### config.mk
export PLATFORM = sky130hd
export DESIGN_NAME = button_pulse_gen
export DESIGN_NICKNAME = d
export VERILOG_FILES = /design/src/rtl/button_pulse_gen.sv
export SDC_FILE = /design/constraint.sdc
export NUM_CORES = 1
export LEC_CHECK = 0
export ABC_AREA = 0
export BUFFER_PORTS_ARGS = -buffer_cell sky130_fd_sc_hd__buf_2
export CAP_MARGIN = 10
export CORE_MARGIN = 2
export CORE_UTILIZATION = 53
export DETAILED_ROUTE_END_ITERATION = 12
export GPL_TIMING_DRIVEN = 0
export PLACE_DENSITY = 0.69
export SLEW_MARGIN = 0
export SYNTH_ARGS = -nofsm -noshare
export SYNTH_HDL_FRONTEND = slang
export SYNTH_SLANG_ARGS = --single-unit
### constraint.sdc
create_clock -name clk -period 6.7 [get_ports clk]
set_input_delay 1.34 -clock clk [delete_from_list [all_inputs] [get_ports clk]]
set_output_delay 1.34 -clock clk [all_outputs]
set_load 0.01 [all_outputs]
### src/rtl/button_pulse_gen.sv
// button_pulse_gen: synchronize, debounce and one-shot pushbuttons, with hold-to-repeat on masked channels.
module button_pulse_gen #(
  parameter int NUM_BTN = 5,
  parameter int DEBOUNCE_CYCLES = 500000,
  parameter int HOLD_CYCLES = 50000000,
  parameter int REPEAT_CYCLES = 10000000,
  parameter logic [NUM_BTN-1:0] REPEAT_MASK = 5'b00011
) (
  input  logic               clk,
  input  logic               rst_n,
  input  logic [NUM_BTN-1:0] btn_raw,
  output logic [NUM_BTN-1:0] btn_level,
  output logic [NUM_BTN-1:0] btn_pulse,
  output logic               any_held
);
  localparam int DW = $clog2(DEBOUNCE_CYCLES + 1);
  localparam int TMAX = (HOLD_CYCLES > REPEAT_CYCLES) ? HOLD_CYCLES : REPEAT_CYCLES;
  localparam int TW = $clog2(TMAX + 1);
  typedef enum logic [1:0] {IDLE, HELD, HELD_NOREP, REPEAT} state_t;
  logic [NUM_BTN-1:0] r_s1, r_s2;
  logic               r_any;
  always_ff @(posedge clk or negedge rst_n) begin
    if (!rst_n) begin
      r_s1  <= '0;
      r_s2  <= '0;
      r_any <= 1'b0;
    end else begin
      r_s1  <= btn_raw;
      r_s2  <= r_s1;
      r_any <= |btn_level;
    end
  end
  assign any_held = r_any;
  for (genvar i = 0; i < NUM_BTN; i++) begin : g_btn
    logic [DW-1:0] r_cnt;
    logic [TW-1:0] r_tmr;
    logic          r_lvl, r_pulse;
    state_t        r_st;
    logic          w_chg, w_rise, w_lvl_nxt;
    assign w_chg     = (r_s2[i] != r_lvl) && (r_cnt == DW'(DEBOUNCE_CYCLES - 1));
    assign w_rise    = w_chg & r_s2[i];
    assign w_lvl_nxt = w_chg ? r_s2[i] : r_lvl;
    always_ff @(posedge clk or negedge rst_n) begin
      if (!rst_n) begin
        r_cnt <= '0;
        r_lvl <= 1'b0;
      end else if (r_s2[i] == r_lvl) begin
        r_cnt <= '0;
      end else if (w_chg) begin
        r_lvl <= r_s2[i];
        r_cnt <= '0;
      end else begin
        r_cnt <= r_cnt + DW'(1);
      end
    end
    // FSM looks at the next debounced level so a release edge can never carry a pulse
    always_ff @(posedge clk or negedge rst_n) begin
      if (!rst_n) begin
        r_st    <= IDLE;
        r_tmr   <= '0;
        r_pulse <= 1'b0;
      end else begin
        r_pulse <= 1'b0;
        if (!w_lvl_nxt) begin
          r_st  <= IDLE;
          r_tmr <= '0;
        end else begin
          case (r_st)
            IDLE: if (w_rise) begin
              r_pulse <= 1'b1;
              r_st    <= REPEAT_MASK[i] ? HELD : HELD_NOREP;
              r_tmr   <= '0;
            end
            HELD: if (r_tmr == TW'(HOLD_CYCLES - 1)) begin
              r_pulse <= 1'b1;
              r_st    <= REPEAT;
              r_tmr   <= '0;
            end else r_tmr <= r_tmr + TW'(1);
            REPEAT: if (r_tmr == TW'(REPEAT_CYCLES - 1)) begin
              r_pulse <= 1'b1;
              r_tmr   <= '0;
            end else r_tmr <= r_tmr + TW'(1);
            default: r_tmr <= '0;
          endcase
        end
      end
    end
    assign btn_level[i] = r_lvl;
    assign btn_pulse[i] = r_pulse;
  end
endmodule

== Word-level counts from Yosys, hierarchy flattened ==
Cells that the tools add are included.
Storage, ports and cells
  register bits: 256
  word-level logic and storage cells: 194
  output and inout bits: 11
  input bits: 7
Operators by class
  add/subtract/negate cells: 10
  reduce and logical (&&, ||, !) cells: 16
  equality and inequality tests: 50
  bitwise operators: 5
  mux-type cells: 85
Operator list (number)
  2-to-1 mux 26 bit: 20
  one-hot mux 26 bit (3 select lines): 5
  2-to-1 mux 19 bit: 10
  adder 26 x 1 -> 26 bit (second input constant): 5
  equality test 26 x 24 -> 1 bit (second input constant): 5
  equality test 26 bit (second input constant): 5
  adder 19 x 1 -> 19 bit (second input constant): 5
  equality test 19 bit (second input constant): 5
  2-to-1 mux 2 bit: 15
  != test 3 bit (second input constant): 10
  2-to-1 mux 1 bit: 25
  one-hot mux 2 bit (2 select lines): 5
  != test 3 x 1 -> 1 bit (second input constant): 5
  one-hot mux 1 bit (3 select lines): 5
  AND reduction 3 bit: 5
  equality test 2 x 1 -> 1 bit (second input constant): 5
  equality test 2 bit (second input constant): 5
  zero test 2 bit: 5
  bitwise AND 1 bit: 5
  equality test 1 bit: 5
  logical AND 1 bit: 5
  != test 1 bit: 5
  OR reduction 5 bit: 1

== Longest topological paths before layout ==
Gate-level depths: netlist (run 1).
  depth after elaboration: 6
  gate-level depth with buffers: 9
  mapped depth without buffers: 8

== Worst setup path after synthesis (run 1) ==
Ideal clock, no wire load.
  path type: reg-to-reg
  start point: register g_btn[1].r_cnt[12]
  end point: register g_btn[1].r_tmr[9]
  path buffers: 2
  library setup time: 128 ps
  arrival time: 2195 ps
  path slack: 4377 ps
  stages on the path, launching flop included: 9
  data required time: 6572 ps
  clock period less this slack: 2323 ps
  path through: dfrtp_1 > or4_1 > or4_4 > o21a_1 > o211a_1 > buf_6 > buf_6 > a21oi_1 > a21oi_1
Between the ends
  cells in the longest elaborated chain, start to end: 4
  elaborated cells on any way between the ends: 6
  classes of those cells: eq/ne: 2; mux: 2; bitwise: 1; reduce/logical: 1
RTL lines
  from (decl): RTL line 35  | logic [DW-1:0] r_cnt;
  from (signal assigned): RTL line 53  | r_cnt <= r_cnt + DW'(1);
  equality test 19 bit (*): RTL line 40  | assign w_chg = (r_s2[i] != r_lvl) && (r_cnt == DW'(DEBOUNCE_CYCLES - 1));
  logical AND 1 bit (*): RTL line 40
  bitwise AND 1 bit or 2-to-1 mux 1 bit (tied branches)
  != test 3 bit (no source line) or 2-to-1 mux 26 bit (tied branches)
  to (signal assigned): RTL line 78  | end else r_tmr <= r_tmr + TW'(1);
  to (signal assigned): RTL line 82  | end else r_tmr <= r_tmr + TW'(1);
  to (decl): RTL line 36  | logic [TW-1:0] r_tmr;
Every way passes the cells marked *; elsewhere a longest branch is shown, timed or not.
A chain may end at the register's enable or synchronous reset.

== Worst setup path after layout (run 1) ==
  start point: register g_btn[0].r_lvl
  end point: output btn_level[0]
RTL lines
  from (decl): RTL line 37  | logic r_lvl, r_pulse;
  from (signal assigned): RTL line 50  | r_lvl <= r_s2[i];
  to (decl): RTL line 12  | output logic [NUM_BTN-1:0] btn_level,
No word-level cell between the ends.

==> key figures, run 1 <==
Outcome
  – Status: finished, final reports clean

Synth
  – Compound-Gate Fraction of Synth Area: 10.3%
  – Ys Warns: 0
  – Async SR Flop Fraction: 100%
  – FF+latch count, synth: 256
  – Seq/Total Area, Yosys: 46.6%
  – Distinct cells, synth: 78
  – Post-synth EDFFs: 0
  – Synth Instances: 1,475
  – Synth Area in Simple Gates: 30.1%
  – Post-Synth XOR/XNOR Area: 7.32%
  – Synth Flop Type: dfrtp_1
  – Syn Area/Cell: 9.33 sq um
  – Largest family of logic cells by synthesized area: simple AND/OR/NAND/NOR gates
  – Adder-cell share of the synthesized area: 1.27%
  – Cell Area, Synth: 0.0138 sq mm
  – Mux cell area share after synthesis: 0.873%
  – Synthesized Nets: 1,496

Power
  – P per Cell Area: 218 mW/mm^2
  – Design Power: 3.35 mW
  – Peak supply drop: 203 uV
  – NetSw: 682 uW
  – Seq pwr share: 46.7%
  – Cell Int Power: 2.67 mW
  – Gate power share: 1.9%
  – Clock power share: 51.4%
  – Leakage: 6.43 nW
  – Net Sw Frac: 20.3%

STA
  – Final WS setup: 4.00 ns
  – Period Utilization, post-route: 40.3%
  – Max Transition Viols Final: 0
  – Fin. Hold Viols: 0
  – Setup Skew: 0.00908 ns
  – RSZ-0062 raised after global routing: false
  – Min Tclk post-route: 2.70 ns
  – Max Clock Freq: 370 MHz
  – Slew headroom: 49.9%
  – Tightest Pin Transition: 0.746 ns
  – # setup viols final: 0
  – Setup TNS: 0 ns

Setup path
  – Crit Path Max Fanout: 6
  – Startpoint types: register
  – Critical Path Max Stage Delay: 0.54 ns
  – CP Class: register to output pin
  – Critical Path AT: 1.36 ns
  – Worst EP required: 5.36 ns
  – Worst path slowest cell: dfrtp_1
  – Crit end category: output pin
  – Crit-path cells: buf_4 > buf_2

Clock tree
  – Root Driver: clkbuf_16
  – Clock Latency Late Sink: 0.54 ns
  – H-tree Lvls: 1
  – Post-CTS Hold Buffers: 0
  – CTS tree: yes
  – Clock Pin Slew Worst Setup and Hold Paths: 0.06 ns
  – Post_cts resized: 0
  – Postcts setup bufs: 0
  – CTS buffer count: 29
  – CTS Sinks: 256
  – Clock Path Buffers: 3

Layout
  – # diodes: 0
  – Area growth from synthesis to layout: 11.8%
  – Final std cells w/o fill: 1,877
  – Commonest non-fill, non-tap cell in the layout: dfrtp_1
  – Fill count: 2,183
  – Commonest non-fill, non-tap cells in the layout: dfrtp_1 (256), nor2_1 (178), nand2_1 (173)
  – # nets final: 1,546
  – Layout cells sized above 1: 9.24%

Run
  – Max Cap Viol: 0

Die
  – Starting Density: 54.3%
  – Die boundary height: 165 um
  – Core area: 0.0253 sq mm
  – Die ar.: 0.0273 sq mm
  – I/O pin cnt: 18
  – Die Width: 165 um
  – Standard-cell row count: 58

Drt
  – Vias per Instance: 5.89
  – Wire per inst: 15.6 um
  – Routed Antenna Nets: 0
  – Initial drt markers: 727
  – DRC violation count after routing: 0
  – Vias: 11,100
  – Drt pass-1 iters: 5
  – WL final: 29,200 um

Global routing
  – Pin count of the biggest net entering global routing: 115
  – Gr usage total: 22.1%
  – First-pass GRT wire length: 50,800 um
  – GRT overflow: 0
  – Initial antenna violation count: 0
  – Vias in the first global route: 10,600

Placed design
  – Setup WS pre-CTS: 4.06 ns
  – Buffers on Ports: 17
  – Placed instance count: 1,824
  – Post-DP HPWL: 19,700 um
  – Gp weighted congestion: 0.879

Worst hold path
  – Worst Hold Class: register to register
==> metal layers <==
layer	share of wire, %	vias up	GRT usage [%]
met3	3.8	43	2.72
met4	2.0	0	6.01
met1	48	5379	32.1
met5	0	-	0
met2	46	204	35.3
li1	-	5427	-
==> worst paths after layout <==
path	start	end	slack, ns	cells past startpoint
min in group asynchronous	rst_n	g_btn[3].r_cnt[8]$_DFF_PN0_	0.67	1
min	r_s1[0]$_DFF_PN0_	r_s2[0]$_DFF_PN0_	0.35	0
max	g_btn[0].r_lvl$_DFFE_PN0P_	btn_level[0]	4.00	2
max in group asynchronous	rst_n	g_btn[4].r_cnt[16]$_DFF_PN0_	4.73	3
max reg2reg	g_btn[3].r_cnt[10]$_DFF_PN0_	g_btn[3].r_tmr[13]$_DFFE_PN0P_	4.03	7
min reg2reg	r_s1[0]$_DFF_PN0_	r_s2[0]$_DFF_PN0_	0.35	0
==> through the flow <==
step                area (sq um)  hold slack (ns)  utilization [%]
floorplan                  13800            0.331                -
global route               15400            0.360             60.7
CTS                        15400            0.352             60.7
detailed placement         14300            0.336             56.5
global placement           14300            0.334             56.3
finish                     15400            0.352             60.7
==> cells in the mapped netlist, types with 5 or more instances <==
library cell | count | area (sq um)
dfrtp_1 | 256 | 6410
buf_6 | 10 | 113
nand4_1 | 67 | 419
or3_1 | 22 | 138
buf_4 | 10 | 75.1
inv_1 | 37 | 139
o31ai_1 | 5 | 37.5
a21oi_1 | 49 | 245
nand4b_1 | 5 | 43.8
xor2_1 | 63 | 552
and4b_1 | 5 | 50.1
nor4_1 | 18 | 113
buf_2 | 11 | 55.1
nor4b_1 | 7 | 61.3
or2_2 | 10 | 62.6
nor4bb_1 | 11 | 110
nand2_1 | 173 | 649
o311ai_0 | 16 | 140
xnor2_1 | 52 | 455
o21ai_0 | 30 | 150
and2_1 | 11 | 68.8
nor2b_1 | 8 | 50.1
and4_1 | 24 | 210
a22o_1 | 18 | 158
nor2_1 | 178 | 668
or4_1 | 9 | 67.6
mux2i_1 | 12 | 120
nor2_2 | 10 | 62.6
buf_1 | 5 | 18.8
clkbuf_1 | 23 | 86.3
and3_1 | 36 | 225
o21a_1 | 7 | 52.6
nor3_1 | 34 | 170
a21o_1 | 18 | 135
ha_1 | 14 | 175
o311ai_1 | 10 | 87.6
nand3_1 | 119 | 596
==> area by class of cell <==
type | instances | area (sq um) | share of cell area, %
sequential | 256 | 6410 | 41.7
clock inverter | 13 | 221 | 1.44
clock buffer | 40 | 837 | 5.44
timing repair buffer | 19 | 150 | 0.976
multi-input combinational | 1122 | 6860 | 44.6
tap | 330 | 413 | 2.69
buffer | 59 | 348 | 2.26
inverter | 38 | 143 | 0.928
==> registers in the layout, indices dropped and copies added (netlist names) <==
name	flops
any_held	1
g_btn.r_cnt	95
g_btn.r_lvl	5
g_btn.r_pulse	5
g_btn.r_st	10
g_btn.r_tmr	130
r_s1	5
r_s2	5
==> power groups by stage <==
stage | Clock [mW] | Sequential, mW | Combinational (mW)
finish | 1.73 | 1.57 | 0.0621
global route | 1.83 | 1.57 | 0.0742
global placement | 0 | 1.59 | 0.0603
floorplan | 0 | 1.59 | 0.0220
CTS | 1.76 | 1.57 | 0.0655
detailed placement | 0 | 1.59 | 0.0655
==> cell families (layout without fill, tap and decap cells) <==
logic type,count (synthesis),count (layout)
flops,256,256
compound gates,196,196
fa+ha+maj,14,14
simple gates,785,785
mux,12,12
xor+xnor,115,115
buf+inv,97,169
==> critical path: cells and delay by family, from the launching register on <==
family	cells	cell delay [ns]
flops	1	0.54
buf+inv	2	0.29
No activity file was read; power rests on OpenSTA's default activity.
==> inputs of run 2 (changes only) <==
--- a/config.mk
+++ b/config.mk
@@ -5,7 +5,7 @@
 export SDC_FILE = /design/constraint.sdc
 export NUM_CORES = 1
 export LEC_CHECK = 0
-export ABC_AREA = 0
+export ABC_AREA = 1
 export BUFFER_PORTS_ARGS = -buffer_cell sky130_fd_sc_hd__buf_2
 export CAP_MARGIN = 10
 export CORE_MARGIN = 2
==> constraint.sdc (replaced) <==
create_clock -name clk -period 2.55 [get_ports clk]
set_input_delay 0.51 -clock clk [delete_from_list [all_inputs] [get_ports clk]]
set_output_delay 0.51 -clock clk [all_outputs]
set_load 0.01 [all_outputs]
==> run 2 against run 1 <==
  * Via count rose by 57%
  * Global-route usage grew 5.5 points
  * Cell count rose by 72%
  * Utilization decreased by 1.5 points
  * First-iteration DRC count increased by 98%
  * Setup slack lost 3.7 ns
  * Synthesized cell count grew 84%
  * Total power grew to 2.6 times the previous value
  * Combinational power grew to 2.8 times the previous value
  * Largest power group unchanged
==> key figures, run 2 <==
Synth
  – Synth Instances: 2,720
  – Post-synth top cells: nand2_1 (841), nor2_1 (477), inv_1 (305)
  – Syn Area/Cell: 6.46 sq um
  – Most numerous cell in the Yosys netlist: nand2_1
  – Distinct cells, synth: 43
  – Area leader, netlist: dfrtp_1
  – Post-synth EDFFs: 0
  – Ranking of synthesized cells by area: dfrtp_1 (36%), nand2_1 (18%), nor2_1 (10%)
  – Ys Warns: 0
  – Async SR Flop Fraction: 100%
  – Synth Flop Type: dfrtp_1
  – Synthesized Nets: 2,741
  – Cell Area, Synth: 0.0176 sq mm
  – FF+latch count, synth: 256
  – Seq/Total Area, Yosys: 36.5%
  – Yosys top cell area share: 36.5%

Die
  – Die Width: 186 um
  – Core area: 0.0326 sq mm
  – Die boundary height: 186 um
  – Die ar.: 0.0346 sq mm
  – Starting Density: 53.9%
  – Standard-cell row count: 66
  – I/O pin cnt: 18

Clock tree
  – Root Driver: clkbuf_16
  – Clock Path Buffers: 3
  – Clock Latency Late Sink: 0.58 ns
  – CTS tree: yes
  – CTS buffer count: 30
  – Post_cts resized: 0
  – H-tree Lvls: 1
  – Clock Pin Slew Worst Setup and Hold Paths: 0.06 ns
  – CTS Sinks: 256

Run
  – Max Cap Viol: 0

Global routing
  – Gr usage total: 27.6%
  – Initial antenna violation count: 0
  – First-pass GRT wire length: 78,400 um
  – Vias in the first global route: 16,000
  – Pin count of the biggest net entering global routing: 121
  – Layer with the highest usage: met2
  – Grt met3 use: 3.52%
  – Met1 global-route usage: 38.8%
  – Met2 Use GR: 45.5%
  – GRT overflow: 0

Placed design
  – Gp weighted congestion: 0.975
  – Post-DP HPWL: 34,600 um
  – Setup WS pre-CTS: 0.377 ns
  – Buffers on Ports: 17

Setup path
  – Worst EP required: 3.02 ns
  – Startpoint types: register
  – Crit end category: register
  – Critical Path AT: 2.68 ns
  – CP Class: register to register
  – Crit Path Max Fanout: 10
  – Crit path launch: g_btn[1].r_tmr[0]$_DFFE_PN0P_
  – Reg2reg start: g_btn[1].r_tmr[0]$_DFFE_PN0P_

STA
  – # setup viols final: 0
  – Min Tclk post-route: 2.21 ns
  – Slew headroom: 39.2%
  – Period Utilization, post-route: 86.6%
  – Tightest Pin Transition: 0.906 ns
  – Fin. Hold Viols: 0
  – Max Clock Freq: 453 MHz
  – Final WS setup: 0.342 ns
  – RSZ-0062 raised after global routing: false
  – Setup Skew: 0.0150 ns
  – Max Transition Viols Final: 0

Drt
  – Routed Antenna Nets: 0
  – Drt pass-1 iters: 6
  – WL final: 46,900 um
  – DRC violation count after routing: 0
  – Vias per Instance: 5.36
  – Vias: 17,400
  – Wire per inst: 14.5 um
  – Initial drt markers: 1,443

Layout
  – Layout cells sized above 1: 5.83%
  – Fill count: 3,188
  – Largest register by flop count: g_btn.r_tmr
  – Commonest non-fill, non-tap cells in the layout: nand2_1 (841), nor2_1 (477), inv_1 (305)
  – Largest registers: g_btn.r_tmr x130, g_btn.r_cnt x95, g_btn.r_st x10
  – Area growth from synthesis to layout: 9.96%
  – # diodes: 0
  – Max FFs per register: 130
  – Commonest non-fill, non-tap cell in the layout: nand2_1
  – # nets final: 2,793

Outcome
  – Status: finished, final reports clean

Worst hold path
  – Worst Hold Class: input pin to register
  – Hold path start: btn_raw[3]

Power
  – P per Cell Area: 455 mW/mm^2
  – Design Power: 8.80 mW
  – Peak supply drop: 561 uV
  – Leakage: 8.88 nW
## run 2: what timing repair did
item / 4_1_cts / 5_1_grt
hold buffers: 1 / 0
endpoints found under the hold margin: 47 / 0
buffers inserted: 0 / 0
## run 2: cells by family after synthesis
kind of cell | Yosys count | share of synthesized area, %
buffers and inverters | 380 | 8.70
DFF | 256 | 36.5
xor gates and xnor gates | 94 | 4.69
and+or+nand+nor | 1824 | 44.2
adders and majority gates | 14 | 0.997
muxes | 1 | 0.0570
AOI/OAI and AO/OA | 151 | 4.86
## run 2: worst paths after layout
check / to / slack, ns / cells after the start
min in group asynchronous: g_btn[2].r_tmr[8]$_DFFE_PN0P_ / 0.44 / 2
max in group asynchronous: g_btn[0].r_cnt[2]$_DFF_PN0_ / 1.18 / 3
hold / removal: r_s1[3]$_DFF_PN0_ / 0.03 / 1
setup / recovery: g_btn[1].r_tmr[20]$_DFFE_PN0P_ / 0.34 / 11
hold reg to reg: r_s2[3]$_DFF_PN0_ / 0.35 / 0
setup reg to reg: g_btn[1].r_tmr[20]$_DFFE_PN0P_ / 0.34 / 11
## run 2: power by group
group / switching [mW] / total [mW] / internal (mW)
clock network: 1.80 / 4.51 / 2.71
registers: 0.0268 / 4.12 / 4.09
logic: 0.133 / 0.173 / 0.0400
total: 1.95 / 8.80 / 6.84
## run 2: layout make-up
type	instances	area [sq um]	share of cell area [%]
sequential	256	6410	33.2
timing repair buffer	20	160	0.829
tap	442	553	2.86
clock inverter	12	150	0.777
inverter	318	1200	6.19
multi-input combinational	2084	9630	49.9
clock buffer	42	887	4.59
buffer	62	332	1.72
## run 2: metal layers
metal | wire (um) | up-vias
met4 | 999 | 0
met3 | 2800 | 63
met1 | 21800 | 7985
met2 | 21300 | 521
li1 | - | 8790
met5 | 0 | -
## run 2: through the flow
stage                     utilization [%]  instance area (sq um)  instances  setup TNS, ns  hold slack [ns]
after detailed placement             56.0                  18300       3181              0            0.335
after global routing                 59.2                  19300       3236              0           0.0136
final                                59.2                  19300       3236              0           0.0325
after floorplan                         -                  17600       2720              0            0.214
after CTS                            59.2                  19300       3236              0          0.00805
after global placement               55.8                  18200       3179        -956.32            0.333
## run 2: worst max-delay path: stages, from the launching register on
cell	delay, ns
dfrtp_1	0.52
ha_1	0.30
inv_1	0.07
nor2_2	0.21
nand3_2	0.16
nor2_1	0.13
nand2_1	0.15
buf_2	0.24
nand4_1	0.11
nand2_1	0.08
nand2_1	0.06
nand2_1	0.05
